===== src/rtl/ifetch_pkg.sv =====
// ----------------------------------------------------------------------------
// ifetch_pkg
// Shared fetch/decode defines: instruction width, the default NOP encoding
// (the same constant decode uses), the buffered fetch entry type and a word
// alignment helper.
// ----------------------------------------------------------------------------
package ifetch_pkg;

    localparam int unsigned XLEN = 32;
    localparam int unsigned ILEN = 32;

    // addi x0, x0, 0
    localparam logic [ILEN-1:0] NOP_INST_DEFAULT = 32'h0000_0013;

    typedef struct packed {
        logic [XLEN-1:0] addr;
        logic [ILEN-1:0] inst;
    } fetch_entry_t;

    function automatic logic [XLEN-1:0] word_align(input logic [XLEN-1:0] a);
        return a & ~32'h0000_0003;
    endfunction

endpackage


===== src/rtl/ifetch_fifo.sv =====
// ----------------------------------------------------------------------------
// ifetch_fifo
// Two-entry in-order buffer of {addr, inst} between the instruction memory
// response and the decode stage. Flush empties the buffer and wins over any
// push/pop in the same cycle. Push and pop may coincide, including when full.
//
// Ports:
//   clk, rst_n      clock, async active-low reset
//   push_i, entry_i write an entry
//   pop_i           retire the head entry
//   flush_i         discard all entries
//   head_o          current head entry (undefined content when empty)
//   full_o, empty_o occupancy flags
//   count_o         number of valid entries (0..2)
// ----------------------------------------------------------------------------
module ifetch_fifo
    import ifetch_pkg::*;
(
    input  logic         clk,
    input  logic         rst_n,
    input  logic         push_i,
    input  fetch_entry_t entry_i,
    input  logic         pop_i,
    input  logic         flush_i,
    output fetch_entry_t head_o,
    output logic         full_o,
    output logic         empty_o,
    output logic [1:0]   count_o
);

    fetch_entry_t mem_q [2];
    logic         wr_ptr_q;
    logic         rd_ptr_q;
    logic [1:0]   count_q;
    logic         do_push;
    logic         do_pop;

    assign full_o  = (count_q == 2'd2);
    assign empty_o = (count_q == 2'd0);
    assign count_o = count_q;
    assign head_o  = mem_q[rd_ptr_q];

    // At full, a push is only legal together with a pop; the write then
    // lands in the slot the head is leaving.
    assign do_pop  = pop_i && !empty_o;
    assign do_push = push_i && (!full_o || do_pop);

    always_ff @(posedge clk or negedge rst_n) begin
        if (!rst_n) begin
            mem_q[0] <= '0;
            mem_q[1] <= '0;
            wr_ptr_q <= 1'b0;
            rd_ptr_q <= 1'b0;
            count_q  <= 2'd0;
        end else if (flush_i) begin
            wr_ptr_q <= 1'b0;
            rd_ptr_q <= 1'b0;
            count_q  <= 2'd0;
        end else begin
            if (do_push) begin
                mem_q[wr_ptr_q] <= entry_i;
                wr_ptr_q        <= ~wr_ptr_q;
            end
            if (do_pop) begin
                rd_ptr_q <= ~rd_ptr_q;
            end
            count_q <= count_q + {1'b0, do_push} - {1'b0, do_pop};
        end
    end

endmodule


===== src/rtl/ifetch.sv =====
// ----------------------------------------------------------------------------
// ifetch
// Instruction fetch stage. Issues word-aligned requests to instruction memory
// under a two-credit limit (buffered + in-flight), buffers in-order responses
// in a two-entry FIFO and presents them to decode. A redirect flushes the
// buffer and arranges for all in-flight responses to be dropped.
//
// Ports:
//   clk, rst_n                     clock, async active-low reset
//   jump_en_i, jump_addr_i         redirect request and target
//   imem_req_o, imem_addr_o        memory request / word-aligned address
//   imem_gnt_i                     request accepted (with imem_req_o)
//   imem_rvalid_i, imem_rdata_i    in-order response
//   inst_valid_o, inst_o,
//   inst_addr_o                    fetched instruction to decode
//   inst_ready_i                   decode accepts the presented instruction
// ----------------------------------------------------------------------------
module ifetch
    import ifetch_pkg::*;
#(
    parameter logic [31:0] RESET_PC = 32'h0000_0000,
    parameter logic [31:0] NOP_INST = NOP_INST_DEFAULT
) (
    input  logic        clk,
    input  logic        rst_n,
    input  logic        jump_en_i,
    input  logic [31:0] jump_addr_i,
    output logic        imem_req_o,
    output logic [31:0] imem_addr_o,
    input  logic        imem_gnt_i,
    input  logic        imem_rvalid_i,
    input  logic [31:0] imem_rdata_i,
    output logic        inst_valid_o,
    output logic [31:0] inst_o,
    output logic [31:0] inst_addr_o,
    input  logic        inst_ready_i
);

    logic [31:0]  pc_q, pc_d;
    logic [1:0]   outstanding_q, outstanding_d;
    logic [1:0]   discard_q, discard_d;
    logic         started_q;

    // Addresses of accepted requests, matched to responses in order.
    logic [31:0]  pend_addr_q [2];
    logic         pend_wr_q;
    logic         pend_rd_q;

    logic [31:0]  target;
    logic         credit_ok;
    logic         accept;
    logic         drop;
    logic         fifo_push;
    logic         fifo_pop;
    fetch_entry_t fifo_entry;
    fetch_entry_t fifo_head;
    logic         fifo_full;
    logic         fifo_empty;
    logic [1:0]   fifo_count;

    assign target    = word_align(jump_addr_i);
    assign credit_ok = !fifo_full &&
                       (({1'b0, fifo_count} + {1'b0, outstanding_q}) < 3'd2);

    // started_q keeps the request low for the first cycle after reset release.
    assign imem_req_o  = started_q && credit_ok;
    assign imem_addr_o = jump_en_i ? target : pc_q;
    assign accept      = imem_req_o && imem_gnt_i;

    // A response is dropped when it belongs to a superseded stream: either a
    // redirect happens this very cycle, or earlier redirects left it owed.
    assign drop       = imem_rvalid_i && (jump_en_i || (discard_q != 2'd0));
    assign fifo_push  = imem_rvalid_i && !drop;
    assign fifo_pop   = inst_valid_o && inst_ready_i && !jump_en_i;
    assign fifo_entry = '{addr: pend_addr_q[pend_rd_q], inst: imem_rdata_i};

    ifetch_fifo u_fifo (
        .clk     (clk),
        .rst_n   (rst_n),
        .push_i  (fifo_push),
        .entry_i (fifo_entry),
        .pop_i   (fifo_pop),
        .flush_i (jump_en_i),
        .head_o  (fifo_head),
        .full_o  (fifo_full),
        .empty_o (fifo_empty),
        .count_o (fifo_count)
    );

    assign inst_valid_o = !fifo_empty;
    assign inst_o       = fifo_empty ? NOP_INST : fifo_head.inst;
    assign inst_addr_o  = fifo_empty ? 32'h0    : fifo_head.addr;

    always_comb begin
        pc_d = pc_q;
        if (jump_en_i) begin
            pc_d = accept ? (target + 32'd4) : target;
        end else if (accept) begin
            pc_d = pc_q + 32'd4;
        end
    end

    // Dropped responses stay in outstanding until they return, so the credit
    // limit keeps holding across redirects.
    assign outstanding_d = outstanding_q + {1'b0, accept} - {1'b0, imem_rvalid_i};

    always_comb begin
        discard_d = discard_q;
        if (jump_en_i) begin
            // Everything in flight is stale; a response in this cycle is
            // already accounted for here.
            discard_d = outstanding_q - {1'b0, imem_rvalid_i};
        end else if (imem_rvalid_i && (discard_q != 2'd0)) begin
            discard_d = discard_q - 2'd1;
        end
    end

    always_ff @(posedge clk or negedge rst_n) begin
        if (!rst_n) begin
            pc_q           <= word_align(RESET_PC);
            outstanding_q  <= 2'd0;
            discard_q      <= 2'd0;
            started_q      <= 1'b0;
            pend_addr_q[0] <= 32'h0;
            pend_addr_q[1] <= 32'h0;
            pend_wr_q      <= 1'b0;
            pend_rd_q      <= 1'b0;
        end else begin
            pc_q          <= pc_d;
            outstanding_q <= outstanding_d;
            discard_q     <= discard_d;
            started_q     <= 1'b1;
            if (accept) begin
                pend_addr_q[pend_wr_q] <= imem_addr_o;
                pend_wr_q              <= ~pend_wr_q;
            end
            if (imem_rvalid_i) begin
                pend_rd_q <= ~pend_rd_q;
            end
        end
    end

endmodule


===== config.mk =====
export PLATFORM = sky130hd
export DESIGN_NAME = ifetch
export DESIGN_NICKNAME = d
export VERILOG_FILES = /design/src/rtl/ifetch_pkg.sv /design/src/rtl/ifetch_fifo.sv /design/src/rtl/ifetch.sv
export SDC_FILE = /design/constraint.sdc
export NUM_CORES = 1
export LEC_CHECK = 0
export ABC_AREA = 1
export BUFFER_PORTS_ARGS = -buffer_cell sky130_fd_sc_hd__buf_4
export CAP_MARGIN = 25
export CORE_MARGIN = 8
export CORE_UTILIZATION = 45
export CTS_CLUSTER_DIAMETER = 30
export DETAILED_ROUTE_END_ITERATION = 12
export GPL_ROUTABILITY_DRIVEN = 0
export GPL_TIMING_DRIVEN = 0
export PLACE_DENSITY = 0.73
export SETUP_SLACK_MARGIN = 0.2
export SYNTH_ARGS = -nofsm -noshare
export SYNTH_HDL_FRONTEND = slang
export SYNTH_HIERARCHICAL = 1
export SYNTH_SLANG_ARGS = --single-unit

===== constraint.sdc =====
create_clock -name clk -period 3.3 [get_ports clk]
set_clock_uncertainty 0.2 [all_clocks]
set_input_delay 0.33 -clock clk [delete_from_list [all_inputs] [get_ports clk]]
set_output_delay 0.33 -clock clk [all_outputs]
set_load 0.03 [all_outputs]

==> flow_metrics.env, run 1 <==
export IMPL_status="finished, final reports clean"
export IMPL_cts_tree="done"
export IMPL_post_route_util_pct=58.86
export IMPL_viasPerCell=5.215
export IMPL_num_rows=63
export IMPL_ys_warn_count=6
export IMPL_fin_crit_sh_pct=90.98
export IMPL_pre_cts_slack_ns=-0.2629
export IMPL_cts_made_buffers=46
export IMPL_syn_area_per_cell_um2=6.905
export IMPL_synthFlopType="dfrtp_1"
export IMPL_finalPower_mw=12.81
export IMPL_drtIter0Drc=1489
export IMPL_finalWorstSetupSlack_ns=0.2978
export IMPL_io_pins=168
export IMPL_period_minus_slack_ns=3.002
export IMPL_grt_pass1_vias=13472
export IMPL_die_w_um=188.4
export IMPL_multi_input_area_um2=6241
export IMPL_vdd_drop_max_v=0.0004611
export IMPL_die_h_um=188.4
export IMPL_startpoint_type="input pin"
export IMPL_antenna_found_initial=1
export IMPL_crit_required_ns=3.55
export IMPL_die_area_um2=35510
export IMPL_reg2regPathDepth=9
export IMPL_final_cell_mix="842 x nand2_1, 231 x dfrtp_1, 189 x inv_1, 182 x buf_4, 142 x nand4_1"
export IMPL_clock_fmax_mhz=333.1
export IMPL_yosysSeqAreaShare_pct=43.20
export IMPL_setup_viol=0
export IMPL_drive_above_1_share_pct=16.53
export IMPL_htreeDepth=2
export IMPL_slew_violations=0
export IMPL_worst_pin_slew_ns=0.8217
export IMPL_hold_path_class="in -> reg"
export IMPL_worstSetupPathType="in -> reg"
export IMPL_worst_setup_path_end_kind="register"
export IMPL_nets=2279
export IMPL_fillers=2652
export IMPL_path_max_fanout=10
export IMPL_hold_viol=0
export IMPL_leakagePower_nw=9.180
export IMPL_dr_pass1_iters=7
export IMPL_syn_to_final_growth_pct=29.68
export IMPL_rsz0062_at_grt="yes"
export IMPL_synth_edff_count=0
export IMPL_layout_commonest_cell="nand2_1"
export IMPL_seqCellArea_um2=5781
export IMPL_async_reset_ff_share_pct=100.0
export IMPL_routed_wirelength_mm=42.99
export IMPL_coreArea_um2=29480
export IMPL_r2r_start="u_fifo/count_o[0]$_DFF_PN0_"
export IMPL_drc=0
export IMPL_start_util_pct=45.39
export IMPL_syn_area_um2=13380
export IMPL_grt_pass1_wl_mm=68.79
export IMPL_clk_pin_slew_worst_paths_ns=0.04
export IMPL_slew_headroom_pct=44.64
export IMPL_synth_cells=1938
export IMPL_arrival_ns=3.25
export IMPL_cts_sinks=231
export IMPL_r2r_setup_slack_ns=0.38
export IMPL_clock_root_buffer="clkbuf_16"
export IMPL_grt_overflow_total=0
export IMPL_cellPowerDensity_nw_per_um2=738.3
export IMPL_post_synth_num_cell_types=45
export IMPL_synth_seq_cells=231
export IMPL_crit_end="u_fifo/count_o[1]$_DFF_PN0_"
export IMPL_hpwl_mm=30.72
export IMPL_ant_nets=0
export IMPL_clk_latency_ns=0.53
export IMPL_cap_violations=0
export IMPL_track_usage_pct=23.55
export IMPL_clk_path_buf_depth=3
export IMPL_vias=13721
export IMPL_io_buffers=163
export IMPL_worstSetupStartpoint="jump_en_i"
export IMPL_r2r_end="pc_q[5]$_DFFE_PN0P_"
export IMPL_wire_per_inst_um=16.34
export IMPL_grt_max_degree=82
[worst min-delay path by stage]
stage | startpoint | to | slack (ns) | cells after the start
global route | jump_addr_i[7] | pc_q[7]$_DFFE_PN0P_ | 0.008 | 3
floorplan | rst_n | discard_q[0]$_DFFE_PN0P_ | -0.17 | 0
global placement | pend_addr_q[1]$_DFFE_PN0P_ | pend_addr_q[1]$_DFFE_PN0P_ | 0.25 | 2
CTS | jump_addr_i[7] | pc_q[7]$_DFFE_PN0P_ | 0.008 | 3
detailed placement | rst_n | u_fifo/mem_q[125]$_DFFE_PN0P_ | 0.14 | 1
finish | jump_addr_i[7] | pc_q[7]$_DFFE_PN0P_ | 0.02 | 3
[registers in the layout (all words and copies together) (netlist names), 2 cells and up]
signal / count
outstanding_q: 2
u_fifo/mem_q: 128
u_fifo/count_o: 2
discard_q: 2
pc_q: 30
pend_addr_q: 62
[synth_stat cells, types with 3 or more instances]
cell      count  area share [%]
nand2_1     842              24
dfrtp_1     231              43
inv_1       189             5.3
nand4_1     142             6.6
nor2_1      130             3.6
o21ai_0     112             4.2
nand3_1      59             2.2
buf_2        46             1.7
clkbuf_1     37             1.0
buf_4        20             1.1
a21oi_1      14            0.52
nor2_2       12            0.56
xor2_1       12            0.79
inv_2         8            0.22
a31oi_1       7            0.33
buf_6         7            0.59
nor2_4        7            0.59
ha_1          6            0.56
nand2_2       6            0.28
buf_1         5            0.14
nor3_1        5            0.19
o21ai_1       5            0.19
o211ai_1      3            0.17
or2_2         3            0.14
xnor2_1       3            0.20
[repair_timing]
action                                 4_1_cts  5_1_grt
gates resized for setup                      1        8
cloned                                       0        0
setup buffers                                0        0
endpoints found under the hold margin      157        0
setup endpoints to repair                   52       25
hold buffers                                51        0
[worst max-delay path, stage by stage]
cell and delay (ns):
buf_4 0.14, buf_2 0.18, clkbuf_1 0.29, clkbuf_2 0.36, nor3_1 0.37, buf_2 0.29
buf_2 0.29, buf_2 0.28, nand3_1 0.10, nand2_1 0.08, ha_1 0.16, inv_1 0.04
nand2_1 0.05, nand2_1 0.06, nand2_1 0.06, nand2_1 0.05, nor2_1 0.09
[cell families after synthesis]
logic type,count (synthesis),synth area share [%]
flip-flops,231,43.20
AO/OA/AOI/OAI,149,5.853
buffers and inverters,314,10.19
XOR/XNOR,15,0.9818
adder cells (fa/ha/maj),7,0.7106
multiplexers,1,0.08415
other,2,0.05612
AND/OR/NAND/NOR,1219,38.92
[final cells by class]
type	instances	area share (%)
plain buffers	114	3.569
inverters	199	4.305
well taps	390	2.812
diodes	2	0.02884
repair buffers	216	10.35
multi-input cells	1394	35.97
flip-flops and latches	231	33.31
clock inverters	30	2.480
clock buffers	55	7.174
[per-stage QoR]
stage          hold WS, ns  area [um^2]  TNS [ns]  std cells
2_1_floorplan      -0.1656        13390         0       1939
3_3_place_gp        0.2470        15100    -12.19       2492
3_5_place_dp        0.1439        15160   -0.3613       2494
4_1_cts           0.008117        17340         0       2629
5_1_grt           0.008393        17350         0       2630
6_report           0.02494        17350         0       2631
[report_power, final]
group	internal, mW	switching [mW]
combinational	1.17	2.33
sequential	3.80	0.526
clock	3.41	1.58
total	8.38	4.43
[metal layers]
layer / track usage (%) / share of wire (%)
met1: 30.04 / 42
met3: 5.176 / 7.9
met2: 38.67 / 47
met4: 8.779 / 3.4
met5: 0 / 0
(Power assumes the default switching activity.)
==> run 2: changes to the inputs <==
Settings changed: ABC_CLOCK_PERIOD_IN_PS set to 3300, PLACE_DENSITY 0.73 to unset, PLACE_DENSITY_LB_ADDON set to 0.25, RECOVER_POWER set to 100.
==> flow_metrics.env, run 2 (synthesized netlist as in run 1, its figures left out) <==
export IMPL_cap_violations=1
export IMPL_drc=0
export IMPL_reg2regPathDepth=10
export IMPL_grt_pass1_wl_mm=69.59
export IMPL_path_cells="nand2_1 > inv_1 > fa_1 > nor2_1 > nand3_1 > buf_12 > nand2_1 > inv_2 > clkbuf_1 > a21oi_1"
export IMPL_antennaDiodeCount=0
export IMPL_vdd_drop_max_v=0.0003980
export IMPL_period_minus_slack_ns=3.075
export IMPL_hold_viol=0
export IMPL_wire_per_inst_um=16.30
export IMPL_grt_max_degree=121
export IMPL_vias=13583
export IMPL_num_rows=63
export IMPL_top_register="u_fifo/mem_q"
export IMPL_grt_pass1_vias=13420
export IMPL_antenna_found_initial=0
export IMPL_wl_met3_mm=3.441
export IMPL_setup_viol=0
export IMPL_r2r_setup_slack_ns=0.23
export IMPL_drtIter0Drc=1198
export IMPL_coreArea_um2=29480
export IMPL_htreeDepth=2
export IMPL_cts_made_buffers=46
export IMPL_path_max_fanout=10
export IMPL_cp_depth=10
export IMPL_clock_root_buffer="clkbuf_16"
export IMPL_cellPowerDensity_nw_per_um2=740.3
export IMPL_status="finished with violations"
export IMPL_routed_wirelength_mm=42.98
export IMPL_nets=2287
export IMPL_path_buf_inv=4
export IMPL_hpwl_mm=30.84
export IMPL_routed_top_layer="met4"
export IMPL_arrival_ns=3.27
export IMPL_met2_length_mm=20.02
export IMPL_top_regs="u_fifo/mem_q: 128 flops, pend_addr_q: 62 flops, pc_q: 30 flops"
export IMPL_violations="max-capacitance violations, max-slew violations"
export IMPL_routedLengthMet1_mm=18.01
export IMPL_cts_sinks=231
export IMPL_hold_path_class="in -> reg"
export IMPL_layout_commonest_cell="nand2_1"
export IMPL_io_pins=168
export IMPL_viasPerCell=5.151
export IMPL_fin_cells=2637
export IMPL_worst_pin_slew_ns=1.721
export IMPL_hold_depth=5
export IMPL_grt_overflow_total=0
export IMPL_track_usage_pct=23.82
export IMPL_worst_setup_path_end_kind="register"
export IMPL_clk_path_buf_depth=3
export IMPL_start_util_pct=45.39
export IMPL_worstSetupPathType="reg -> reg"
export IMPL_crit_required_ns=3.49
export IMPL_path_delay_family="buffers and inverters"
export IMPL_clock_fmax_mhz=325.2
export IMPL_cpPeakStageDelay_ns=0.55
export IMPL_die_area_um2=35510
export IMPL_r2r_start="u_fifo/count_o[0]$_DFF_PN0_"
export IMPL_place_inst=2494
export IMPL_io_buffers=163
export IMPL_placed_area_um2=15160
export IMPL_leakagePower_nw=8.917
export IMPL_crit_top_cell="nand2_1"
export IMPL_crit_end="pc_q[5]$_DFFE_PN0P_"
export IMPL_fillers=2860
export IMPL_clk_pin_slew_worst_paths_ns=0.05
export IMPL_clk_latency_ns=0.54
export IMPL_rsz0062_at_grt="yes"
export IMPL_slew_violations=120
export IMPL_die_w_um=188.4
export IMPL_setup_tns_ns=0
export IMPL_design_area_um2=16990
export IMPL_cts_tree="done"
export IMPL_slew_headroom_pct=-14.70
export IMPL_largest_reg_flops=128
export IMPL_post_route_util_pct=57.62
export IMPL_startpoint_type="register"
export IMPL_fin_crit_sh_pct=93.18
export IMPL_final_cell_mix="844 x nand2_1, 231 x dfrtp_1, 192 x inv_1, 142 x nand4_1, 134 x nor2_1"
export IMPL_drive_above_1_share_pct=13.35
export IMPL_slowest_stage="clkbuf_1"
export IMPL_syn_to_final_growth_pct=26.94
export IMPL_die_h_um=188.4
export IMPL_ant_nets=0
export IMPL_dr_pass1_iters=5
export IMPL_worstSetupStartpoint="u_fifo/count_o[0]$_DFF_PN0_"
export IMPL_r2r_end="pc_q[5]$_DFFE_PN0P_"
[run 2: cell count changes in the layout (fill, tap and decap cells not counted), sizes merged]
cell,change
dlygate4sd3,+3
diode,-2
clkbuf,+117
bufinv,-1
clkinvlp,-1
clkdlybuf4s25,+1
clkinv,+2
inv,-2
buf,-111
[run 2: tightest hold or removal path: stages]
cell and delay (ns):
buf_4 0.12, inv_1 0.06, a21oi_1 0.06, o21ai_0 0.07, a31oi_1 0.08
[run 2: how the worst min path moves through the flow]
stage,startpoint,end
finish,jump_addr_i[3],pc_q[3]$_DFFE_PN0P_
global route,jump_addr_i[19],pc_q[19]$_DFFE_PN0P_
CTS,jump_addr_i[19],pc_q[19]$_DFFE_PN0P_
detailed placement,rst_n,u_fifo/mem_q[59]$_DFFE_PN0P_
global placement,pend_addr_q[1]$_DFFE_PN0P_,pend_addr_q[1]$_DFFE_PN0P_
floorplan,rst_n,discard_q[0]$_DFFE_PN0P_
[run 2: per-stage QoR]
| stage | setup slack, ns | hold slack, ns | total power, mW |
|---|---|---|---|
| after detailed placement | -0.2924 | 0.2508 | 7.734 |
| final | 0.2250 | 0.01855 | 12.58 |
| after floorplan | 0.6760 | -0.1656 | 6.576 |
| after CTS | 0.2574 | 0.001601 | 12.71 |
| after global routing | 0.09554 | 0.03773 | 13.35 |
| after global placement | -0.2644 | 0.2474 | 7.621 |
[run 2: what timing repair did]
item                                    CTS  global route
endpoints found under the setup margin   41             2
resized for setup                         1             5
buffers inserted                          0             5
hold buffers                             54             0
pin swaps                                 0             1
hold endpoints to repair                206             0
[run 2: per-layer routing]
layer / vias to the layer above / track usage (%)
met4: 0 / 9.471
met5: - / 0
met1: 6250 / 30.28
met2: 574 / 39.08
li1: 6663 / -
met3: 96 / 5.083
[run 2: power by group]
group	total, mW	internal (mW)	switching [mW]	leakage [nW]
combinational	3.40	1.09	2.30	5.14
sequential	4.32	3.80	0.520	2.98
clock	4.86	3.32	1.54	0.801
total	12.6	8.21	4.37	8.92
[run 2: layout make-up]
cell class	count	area (um^2)	area share, %
clock buffers	57	1252	7.373
clock inverters	28	381.6	2.247
flip-flops and latches	231	5781	34.03
repair buffers	224	1560	9.185
plain buffers	114	573.1	3.374
multi-input cells	1394	6203	36.52
well taps	390	488.0	2.873
inverters	199	747.0	4.397
==> run 3: changes to the inputs <==
Settings changed: CORE_MARGIN 8 to 2.
==> flow_metrics.env, run 3 (synthesized netlist as in run 1, its figures left out) <==
export IMPL_status="finished with violations"
export IMPL_violations="max-capacitance violations, max-slew violations"
export IMPL_wire_per_inst_um=16.12
export IMPL_clk_path_buf_depth=3
export IMPL_clk_pin_slew_worst_paths_ns=0.05
export IMPL_setup_viol=0
export IMPL_antennaDiodeCount=0
export IMPL_pre_cts_slack_ns=-0.3146
export IMPL_top_regs="u_fifo/mem_q: 128 flops, pend_addr_q: 62 flops, pc_q: 30 flops"
export IMPL_ant_nets=0
export IMPL_cpPeakStageDelay_ns=0.56
export IMPL_cap_violations=1
export IMPL_arrival_ns=3.27
export IMPL_worst_pin_slew_ns=2.217
export IMPL_largest_reg_flops=128
export IMPL_vdd_drop_max_v=0.0003958
export IMPL_htreeDepth=2
export IMPL_clock_root_buffer="clkbuf_16"
export IMPL_slew_headroom_pct=-47.82
export IMPL_coreArea_um2=29480
export IMPL_drive_above_1_share_pct=13.40
export IMPL_die_area_um2=31130
export IMPL_grt_overflow_total=0
export IMPL_drtIter0Drc=1271
export IMPL_io_pins=168
export IMPL_die_w_um=176.4
export IMPL_period_minus_slack_ns=3.059
export IMPL_layout_commonest_cell="nand2_1"
export IMPL_track_usage_pct=27.57
export IMPL_path_delay_family="buffers and inverters"
export IMPL_path_max_fanout=10
export IMPL_slowest_stage="fa_1"
export IMPL_fin_crit_sh_pct=92.70
export IMPL_path_buf_inv=3
export IMPL_start_util_pct=45.39
export IMPL_dr_pass1_iters=6
export IMPL_finalWorstSetupSlack_ns=0.2409
export IMPL_routed_wirelength_mm=42.61
export IMPL_path_cells="nand2_1 > inv_1 > fa_1 > nor2_1 > nand3_4 > nand2_2 > inv_1 > clkbuf_1 > a21oi_1"
export IMPL_crit_top_cell="inv_1"
export IMPL_grt_pass1_vias=13229
export IMPL_cellPowerDensity_nw_per_um2=759.4
export IMPL_nets=2289
export IMPL_io_buffers=163
export IMPL_die_h_um=176.4
export IMPL_cts_setup_buffers=0
export IMPL_worst_setup_path_end_kind="register"
export IMPL_crit_required_ns=3.51
export IMPL_final_cell_mix="843 x nand2_1, 231 x dfrtp_1, 192 x inv_1, 142 x nand4_1, 134 x nor2_1"
export IMPL_worstSetupPathType="reg -> reg"
export IMPL_clk_latency_ns=0.56
export IMPL_placed_area_um2=15160
export IMPL_post_route_util_pct=58.35
export IMPL_hold_path_class="in -> reg"
export IMPL_clock_fmax_mhz=326.9
export IMPL_hpwl_mm=30.15
export IMPL_finalPower_mw=13.06
export IMPL_grt_max_degree=110
export IMPL_startpoint_type="register"
export IMPL_leakagePower_nw=8.986
export IMPL_cts_made_buffers=51
export IMPL_antenna_found_initial=0
export IMPL_num_rows=63
export IMPL_viasPerCell=5.242
export IMPL_top_register="u_fifo/mem_q"
export IMPL_slew_violations=33
export IMPL_design_area_um2=17200
export IMPL_cts_sinks=231
export IMPL_rsz0062_at_grt="no"
export IMPL_drc=0
export IMPL_grt_pass1_wl_mm=68.20
export IMPL_vias=13855
export IMPL_hold_viol=0
export IMPL_syn_to_final_growth_pct=28.56
export IMPL_cts_tree="done"
-- run 3: final cells by class --
class	instances	area, um^2
well taps	390	488.0
repair buffers	221	1534
clock buffers	61	1405
multi-input cells	1394	6218
flip-flops and latches	231	5781
inverters	199	747.0
plain buffers	114	589.3
fillers	2832	12280
clock inverters	33	440.4
-- run 3: worst paths after layout --
kind / start / endpoint / slack (ns) / cells after the start
setup reg to reg: u_fifo/count_o[0]$_DFF_PN0_ / pc_q[5]$_DFFE_PN0P_ / 0.24 / 9
min in group asynchronous: rst_n / u_fifo/mem_q[61]$_DFFE_PN0P_ / 0.80 / 2
max in group asynchronous: rst_n / started_q$_DFF_PN0_ / 0.70 / 3
hold / removal: jump_addr_i[13] / pc_q[13]$_DFFE_PN0P_ / 0.02 / 3
hold reg to reg: pend_addr_q[1]$_DFFE_PN0P_ / pend_addr_q[1]$_DFFE_PN0P_ / 0.26 / 2
setup / recovery: u_fifo/count_o[0]$_DFF_PN0_ / pc_q[5]$_DFFE_PN0P_ / 0.24 / 9
-- run 3: report_power, final --
group	internal, mW	switching (mW)
logic	1.09	2.32
clock network	3.66	1.68
registers	3.80	0.519
-- run 3: timing repair --
action	in CTS	in global routing
endpoints found under the hold margin	324	0
endpoints found under the setup margin	43	3
hold buffers	56	0
gates resized for setup	1	5
-- run 3: per-stage QoR --
step | cells | setup TNS [ns] | hold slack (ns)
6_report | 2643 | 0 | 0.01777
5_1_grt | 2643 | 0 | 0.04586
4_1_cts | 2644 | 0 | 0.0006919
3_5_place_dp | 2494 | -0.4704 | 0.02718
3_3_place_gp | 2492 | -31.65 | 0.2473
2_1_floorplan | 1939 | 0 | -0.1656
-- run 3: metal layers --
layer | track usage (%) | part of all wire, %
met5 | 0 | 0
met4 | 10.98 | 3.6
met3 | 5.017 | 7.9
met2 | 46.06 | 47
met1 | 35.48 | 41
-- run 3: tightest hold or removal path: cells and delay by family --
family | cells | cell delay [ns]
buf+inv | 1 | 0.10
compound gates | 2 | 0.29
